==> config.mk <==
export PLATFORM = sky130hd
export DESIGN_NAME = fanout_eager_fork
export DESIGN_NICKNAME = d
export VERILOG_FILES = /design/src/rtl/fanout_pkg.sv /design/src/rtl/fanout_done_tracker.sv /design/src/rtl/fanout_eager_fork.sv
export SDC_FILE = /design/constraint.sdc
export NUM_CORES = 1
export LEC_CHECK = 0
export ABC_AREA = 0
export CAP_MARGIN = 20
export CORE_ASPECT_RATIO = 0.7
export CORE_MARGIN = 2
export CORE_UTILIZATION = 44
export CTS_BUF_LIST = sky130_fd_sc_hd__clkbuf_2
export DETAILED_ROUTE_END_ITERATION = 10
export PLACE_DENSITY = 0.81
export SLEW_MARGIN = 10
export SYNTH_ARGS = -nofsm -noshare
export SYNTH_HDL_FRONTEND = slang
export SYNTH_SLANG_ARGS = --single-unit
==> constraint.sdc <==
create_clock -name clk -period 2.4 [get_ports clk]
set_clock_uncertainty 0.15 [all_clocks]
set_input_delay 0.24 -clock clk [delete_from_list [all_inputs] [get_ports clk]]
set_output_delay 0.24 -clock clk [all_outputs]
set_load 0.03 [all_outputs]
==> src/rtl/fanout_pkg.sv <==
// Shared types and defaults for the eager-fork broadcast stage.
// Optional statistics counters are enabled by defining FANOUT_FORK_STATS_EN.
package fanout_pkg;

    localparam int unsigned NUM_OUT_DEFAULT = 7;
    localparam int unsigned DATA_W_DEFAULT  = 17;
    localparam int unsigned CNT_W_DEFAULT   = 32;

    typedef logic [NUM_OUT_DEFAULT-1:0] out_mask_t;

    typedef enum logic {
        EMPTY = 1'b0,
        HOLD  = 1'b1
    } fork_state_t;

    function automatic out_mask_t act_mask_f(input out_mask_t en, input out_mask_t sel);
        return en & sel;
    endfunction

endpackage

==> src/rtl/fanout_done_tracker.sv <==
// Per-destination acceptance tracking: remembers which consumers already took the held token
// and decides when the token can retire.
module fanout_done_tracker
    import fanout_pkg::*;
#(
    parameter int unsigned NUM_OUT = NUM_OUT_DEFAULT
) (
    input  logic               clk,
    input  logic               reset,
    input  logic               hold,
    input  logic               capture,
    input  logic [NUM_OUT-1:0] act_mask,
    input  logic [NUM_OUT-1:0] out_ready,
    output logic [NUM_OUT-1:0] out_valid,
    output logic               retire
);

    logic [NUM_OUT-1:0] done_q;
    logic [NUM_OUT-1:0] take;

    always_comb begin
        out_valid = {NUM_OUT{hold}} & act_mask & ~done_q;
        take      = out_valid & out_ready;
        // Inactive destinations count as already done, so an all-zero mask retires at once.
        retire    = hold & (&(~act_mask | done_q | take));
    end

    always_ff @(posedge clk) begin
        if (reset) begin
            done_q <= '0;
        end else if (capture || retire) begin
            done_q <= '0;
        end else if (hold) begin
            done_q <= done_q | take;
        end
    end

endmodule

==> src/rtl/fanout_eager_fork.sv <==
// Registered one-to-many eager fork: holds one token and broadcasts it until every active
// destination has accepted it. Define FANOUT_FORK_STATS_EN to add stall/token counters.
module fanout_eager_fork
    import fanout_pkg::*;
#(
    parameter int unsigned NUM_OUT = NUM_OUT_DEFAULT,
    parameter int unsigned DATA_W  = DATA_W_DEFAULT
`ifdef FANOUT_FORK_STATS_EN
    ,
    parameter int unsigned CNT_W   = CNT_W_DEFAULT
`endif
) (
    input  logic               clk,
    input  logic               reset,
    input  logic [NUM_OUT-1:0] cfg_en,
    input  logic [NUM_OUT-1:0] cfg_sel,
    input  logic [DATA_W-1:0]  in_data,
    input  logic               in_valid,
    output logic               in_ready,
    output logic [DATA_W-1:0]  out_data,
    output logic [NUM_OUT-1:0] out_valid,
    input  logic [NUM_OUT-1:0] out_ready
`ifdef FANOUT_FORK_STATS_EN
    ,
    output logic [CNT_W-1:0]   stall_cnt,
    output logic [CNT_W-1:0]   tok_cnt
`endif
);

    fork_state_t        state_q;
    logic [DATA_W-1:0]  hold_data_q;
    logic [NUM_OUT-1:0] act_mask_q;
    logic [NUM_OUT-1:0] act_new;
    logic               hold;
    logic               capture;
    logic               retire;

    if (NUM_OUT == NUM_OUT_DEFAULT) begin : g_pkg_mask
        assign act_new = act_mask_f(cfg_en, cfg_sel);
    end else begin : g_raw_mask
        assign act_new = cfg_en & cfg_sel;
    end

    // Gating with reset keeps a token being dropped from completing any handshake.
    assign hold     = (state_q == HOLD) & ~reset;
    assign in_ready = ~reset & ((state_q == EMPTY) | retire);
    assign capture  = in_valid & in_ready;
    assign out_data = hold_data_q;

    fanout_done_tracker #(
        .NUM_OUT (NUM_OUT)
    ) u_tracker (
        .clk       (clk),
        .reset     (reset),
        .hold      (hold),
        .capture   (capture),
        .act_mask  (act_mask_q),
        .out_ready (out_ready),
        .out_valid (out_valid),
        .retire    (retire)
    );

    always_ff @(posedge clk) begin
        if (reset) begin
            state_q     <= EMPTY;
            hold_data_q <= '0;
            act_mask_q  <= '0;
        end else if (capture) begin
            state_q     <= HOLD;
            hold_data_q <= in_data;
            act_mask_q  <= act_new;
        end else if (retire) begin
            state_q     <= EMPTY;
        end
    end

`ifdef FANOUT_FORK_STATS_EN
    logic [CNT_W-1:0] stall_q;
    logic [CNT_W-1:0] tok_q;

    always_ff @(posedge clk) begin
        if (reset) begin
            stall_q <= '0;
            tok_q   <= '0;
        end else begin
            if (hold && !retire && stall_q != '1) begin
                stall_q <= stall_q + 1'b1;
            end
            if (retire && tok_q != '1) begin
                tok_q <= tok_q + 1'b1;
            end
        end
    end

    assign stall_cnt = stall_q;
    assign tok_cnt   = tok_q;
`endif

endmodule
Yosys cells after proc, flatten, opt, wreduce, memory -nomap -nowiden
Index checks and enable logic that the tools add are counted.
Word-level totals
  word-level logic and storage cells: 26
  ROM bits: 0
  input bits: 41
  memories: 0
  bits in writable memories: 0
  register bits after elaboration: 32
  latch bits: 0
  output and inout bits: 25
Operators by class
  divide/modulo/power cells: 0
  shifts and indexed selects: 0
  $lt $le $gt $ge: 0
  add/subtract/negate cells: 0
  mux-type cells: 2
  equality and inequality tests: 0
  multiply operators: 0
  bitwise logic cells: 16
  reduce and logical (&&, ||, !) cells: 4
Operators with widths (number)
  7-bit bitwise AND: 4
  7-bit bitwise OR: 3
  7-bit NOT: 2
  7-bit AND reduction: 1
  1-bit bitwise AND: 4
  1-bit 2-to-1 mux: 2
  1-bit NOT: 2
  2-bit nonzero test: 1
  2-bit OR reduction: 1
  1-bit logical OR: 1
  1-bit bitwise OR: 1

Longest topological paths before layout
  depth in word-level cells: 13
  depth in mapped cells: 7
  mapped depth without buffers: 4

Modules after synthesis
From an unflattened synthesis, not the netlist that was laid out.
Second synthesis, totals
  cell total of the unflattened synthesis: 138
  area total of the unflattened synthesis: 1473.9 um^2
By module, submodules not included
  fanout_eager_fork: times used 1, area an instance 1086.0 um^2, cells each 93
  fanout_done_tracker: times used 1, area an instance 387.9 um^2, cells each 45

Worst setup path after synthesis
OpenSTA, ideal clock, no wires.
  kind: register -> output
  from: reg state_q
  to: out in_ready
  path buffers: 1
  path slack: 0.282 ns
  data arrival time: 1.728 ns
  required time: 2.010 ns
  stages on the path, launching flop included: 6
  cells stage by stage: dfxtp_1 -> nor2b_1 -> buf_2 -> o21ai_1 -> o41ai_1 -> nor2b_1
Between the ends
  cells in the longest elaborated chain, start to end: 9
  elaborated cells on any way between the ends: 10
  those cells by class: 9 x bitwise; 1 x reduce/logical
Ends and longest elaborated chain
  start, declared: line fanout_eager_fork.sv:30  | fork_state_t state_q;
  start signal, assigned: line fanout_eager_fork.sv:65  | state_q <= EMPTY;
  start signal, assigned: line fanout_eager_fork.sv:69  | state_q <= HOLD;
  start signal, assigned: line fanout_eager_fork.sv:73  | state_q <= EMPTY;
  1-bit bitwise AND: line fanout_eager_fork.sv:45  | assign hold = (state_q == HOLD) & ~reset;
  7-bit bitwise AND (2 in series): line fanout_done_tracker.sv:22  | out_valid = {NUM_OUT{hold}} & act_mask & ~done_q;
  7-bit bitwise AND: line fanout_done_tracker.sv:23  | take = out_valid & out_ready;
  7-bit bitwise OR: line fanout_done_tracker.sv:25  | retire = hold & (&(~act_mask | done_q | take));
  7-bit AND reduction: line fanout_done_tracker.sv:25
  1-bit bitwise AND: line fanout_done_tracker.sv:25
  1-bit bitwise OR (*): line fanout_eager_fork.sv:46  | assign in_ready = ~reset & ((state_q == EMPTY) | retire);
  1-bit bitwise AND (*): line fanout_eager_fork.sv:46
  end, declared: line fanout_eager_fork.sv:19  | output logic in_ready,
Mark *: on every way between the ends. The rest lies on a longest branch, timed or not.

Worst setup path in the final report
  from: in reset
  to: out in_ready
Between the ends
  cells in the longest elaborated chain, start to end: 10
Ends and longest elaborated chain
  start, declared: line fanout_eager_fork.sv:14  | input logic reset,
  1-bit NOT (*): line fanout_eager_fork.sv:45, fanout_eager_fork.sv:46
  1-bit bitwise AND: line fanout_eager_fork.sv:45
  7-bit bitwise AND (2 in series): line fanout_done_tracker.sv:22
  7-bit bitwise AND: line fanout_done_tracker.sv:23
  7-bit bitwise OR: line fanout_done_tracker.sv:25
  7-bit AND reduction: line fanout_done_tracker.sv:25
  1-bit bitwise AND: line fanout_done_tracker.sv:25
  1-bit bitwise OR: line fanout_eager_fork.sv:46
  1-bit bitwise AND (*): line fanout_eager_fork.sv:46
Marked as above.

==> metrics.txt <==
clock tree root driver cell=sky130_fd_sc_hd__clkbuf_2; number of remaining DRC errors=0; portion of total power attributed to the clock network=29.0%; cell types occupying the most area after synthesis=sky130_fd_sc_hd__dfxtp_1, sky130_fd_sc_hd__nand2b_1, sky130_fd_sc_hd__mux2i_1; switching part of the total=a little over a quarter; number of standard-cell rows in the floorplan=18; largest net degree at the start of global routing=46; Core Area=0.00354 mm^2; final estimated routing congestion in global placement=between 0.7 and 0.8; Clock Tree Buf Depth=2; multi-input gate area in the final layout=roughly 920 um^2; setup repair after global routing missed its margin=false; highest fanout seen on the critical path=7; count of distinct cell types in the synthesized netlist=31; fraction of post-synthesis cell area in the top cell type by area=between 30% and 40%; Setup-failing EPs final=0; Worst EP arrival=between 1.5 and 2 ns; master of the slowest instance on the critical path=sky130_fd_sc_hd__clkdlybuf4s50_1; worst path buffer plus inverter count=2; hold slack=0.268 ns; power dissipated by switching net loads=around 340 uW; Design Area, Final=roughly 0.0024 mm^2; summed instance area of the synthesized netlist=0.00163 mm^2; proportion of synthesized flip-flops having asynchronous set or reset=0%; layout-stage area growth over the synthesis result=47.7%; Power, Total=approximately 1.3 mW; # clock sinks=32; total count of hold-check failures in the final report=0; crit path kind=in2out; number of flops mapped to enable cells by yosys=0; Antenna diodes=0; CTS hold repair buffers=0; path category of the worst min-delay check=in2reg; Clock Pin Slew Worst Setup and Hold Paths=approximately 0.17 ns; antenna violations before repair=0; number of I/O pins=66; placed inst area=roughly 0.0023 mm^2; total of fill cells in the finished design=about 300; number of standard cells in the final layout excluding fillers=291; global-route wire length before repair=6090 um; IR Drop Worst-Case VDD=0.000394 V; H-tree level count=2; cell types with the highest counts after synthesis=sky130_fd_sc_hd__nand2b_1, sky130_fd_sc_hd__dfxtp_1, sky130_fd_sc_hd__mux2i_1; end-of-flow core utilization=68.2%; Sequential Power Share=between 40% and 50%; number of cells produced by synthesis=170; total of buffers placed on input and output ports=between 60 and 70; chip height=55.0 um; nature of the critical path endpoint=output port; Post-Place Setup Slack=around 0.028 ns; number of storage elements in the synthesis netlist=32; most frequently used flop master after synthesis=sky130_fd_sc_hd__dfxtp_1; die area=0.00422 mm^2; total wire length after detailed routing=3700 um; Max Freq=approximately 0.43 GHz; register cell area after layout=about 640 um^2; Antenna Violating Nets Remaining=0; total of max-cap violations=0; relative slew slack=between 70% and 80%; Mapped Nets=between 200 and 250; total number of yosys warnings=0; Post-Synthesis Mean Instance Area=just under 10 um^2; Final #Nets=between 200 and 300; number of max-slew violations in the final report=0; most area-hungry cell type in the Yosys netlist=sky130_fd_sc_hd__dfxtp_1; final setup margin=roughly 0.091 ns; sequence of cells on the critical path=clkdlybuf4s50_1 > nand3b_1 > a22o_1 > o41ai_2 > nor2b_2 > buf_4; required time of the critical path=2.01 ns; clock latency of the later-clocked register in the worst-skew pair=roughly 0.36 ns; result of the run=finished, final reports clean; Power Density=~520 mW/mm^2; part of the Yosys area used for sequential elements=roughly two fifths; global-route usage over all layers=19.0%; CTS tree=done; number of global-route vias before repair=between 1,000 and 1,500; Int Pwr=about 900 uW; routed wirelength normalized by instance count=between 10 and 15 um; remaining global-route overflow=0; dominant delay contributor by cell family on the critical path=buffers and inverters; startpoint type of the worst setup path=primary input; most frequent cell after synthesis=sky130_fd_sc_hd__nand2b_1; stage delay of the slowest cell on the critical path=0.51 ns; router iterations before antenna repair=4; initial core utilization=46.2%; static power due to leakage=between 0.9 and 1 nW; Placed Cells incl. Taps=between 200 and 300; via count normalized by instance count=a little under 5; post-route fraction of the period consumed by the critical path=between 90% and 100%; TritonCTS Buffers=5; via count of the routed design=around 1,400; die outline width=76.8 um; HPWL after detailed placement=about 2900 um; Worst-Margin Slew=0.431 ns; Combinational Power Share=between 20 and 25%; fraction of final layout cells sized beyond drive strength 1=13.7%; Starting DRT DRC Count=between 60 and 70; minimum clock period after layout=~2.3 ns; Setup Total Neg Slack=0 ns
power by group through the flow:
stage	clock [mW]	sequential, mW	combinational (mW)
after floorplan	0	0.630	0.129
after global placement	0	0.591	0.305
after detailed placement	0	0.591	0.307
after CTS	0.374	0.581	0.308
after global routing	0.400	0.585	0.330
final	0.363	0.581	0.308
worst reg2reg max path, stage by stage (launching register included):
cell,delay [ns]
sky130_fd_sc_hd__dfxtp_4,0.43
sky130_fd_sc_hd__nand3b_1,0.11
sky130_fd_sc_hd__buf_4,0.15
sky130_fd_sc_hd__a221oi_2,0.30
sky130_fd_sc_hd__a41o_1,0.30
sky130_fd_sc_hd__buf_12,0.18
sky130_fd_sc_hd__mux2i_1,0.20
area by class of cell:
| type | count | area share (%) |
|---|---|---|
| tap | 50 | 2.59 |
| clock inverter | 2 | 1.45 |
| inverter | 2 | 0.311 |
| timing repair buffer | 74 | 29.5 |
| sequential | 32 | 26.7 |
| clock buffer | 6 | 1.25 |
| multi-input combinational | 125 | 38.2 |
metal layers:
layer | GRT usage (%) | wire, um | vias up
met5 | 0 | 0 | -
met4 | 9.09 | 47 | 0
met3 | 8.93 | 397 | 5
met2 | 28.4 | 1560 | 59
met1 | 23.5 | 1700 | 641
li1 | - | - | 730
kinds of logic after synthesis:
logic type	count (synthesis)	share of synthesized area [%]
mux	24	14.7
buf+inv	13	4.98
compound gates	19	9.27
flops	32	39.2
simple gates	82	31.8
sequential cells by signal, indices dropped and copies added, names as in the netlist:
signal	flops
act_mask_q	7
out_data	17
state_q	1
u_tracker.done_q	7
cell usage in the layout (no fill, tap or decap):
cell                               n
sky130_fd_sc_hd__a21o_1            1
sky130_fd_sc_hd__a21oi_1           2
sky130_fd_sc_hd__a221oi_2          1
sky130_fd_sc_hd__a22o_1            1
sky130_fd_sc_hd__a31oi_1           7
sky130_fd_sc_hd__a32o_1            1
sky130_fd_sc_hd__a32oi_1           1
sky130_fd_sc_hd__a41o_1            1
sky130_fd_sc_hd__a41oi_2           1
sky130_fd_sc_hd__and3_1            1
sky130_fd_sc_hd__and3b_1           1
sky130_fd_sc_hd__buf_12            1
sky130_fd_sc_hd__buf_4            16
sky130_fd_sc_hd__bufinv_16         1
sky130_fd_sc_hd__clkbuf_2          6
sky130_fd_sc_hd__clkdlybuf4s50_1  57
sky130_fd_sc_hd__clkinv_2          1
sky130_fd_sc_hd__dfxtp_1          31
sky130_fd_sc_hd__dfxtp_4           1
sky130_fd_sc_hd__inv_1             2
sky130_fd_sc_hd__mux2i_1          24
sky130_fd_sc_hd__nand2_1           5
sky130_fd_sc_hd__nand2b_1         42
sky130_fd_sc_hd__nand3b_1         10
sky130_fd_sc_hd__nand3b_4          1
sky130_fd_sc_hd__nor2_1            7
sky130_fd_sc_hd__nor2b_1           4
sky130_fd_sc_hd__nor2b_2           1
sky130_fd_sc_hd__nor3_1            7
sky130_fd_sc_hd__nor3b_1           1
sky130_fd_sc_hd__nor4_4            1
sky130_fd_sc_hd__o21a_1            1
sky130_fd_sc_hd__o21ai_1           1
sky130_fd_sc_hd__o41ai_2           1
sky130_fd_sc_hd__or2_2             1
repair_timing:
action,in CTS,in global routing
setup buffers,0,0
endpoints found under the setup margin,1,1
resized for setup,1,3
final timing paths:
check               start            to  slack (ns)  depth (start not counted)
max reg2reg       state_q   out_data[0]        0.52                          6
min            in_data[3]   out_data[3]        0.27                          3
min reg2reg  out_data[12]  out_data[12]        0.33                          2
max                 reset      in_ready        0.09                          6
Note: power is estimated with default switching activity, not from simulation.
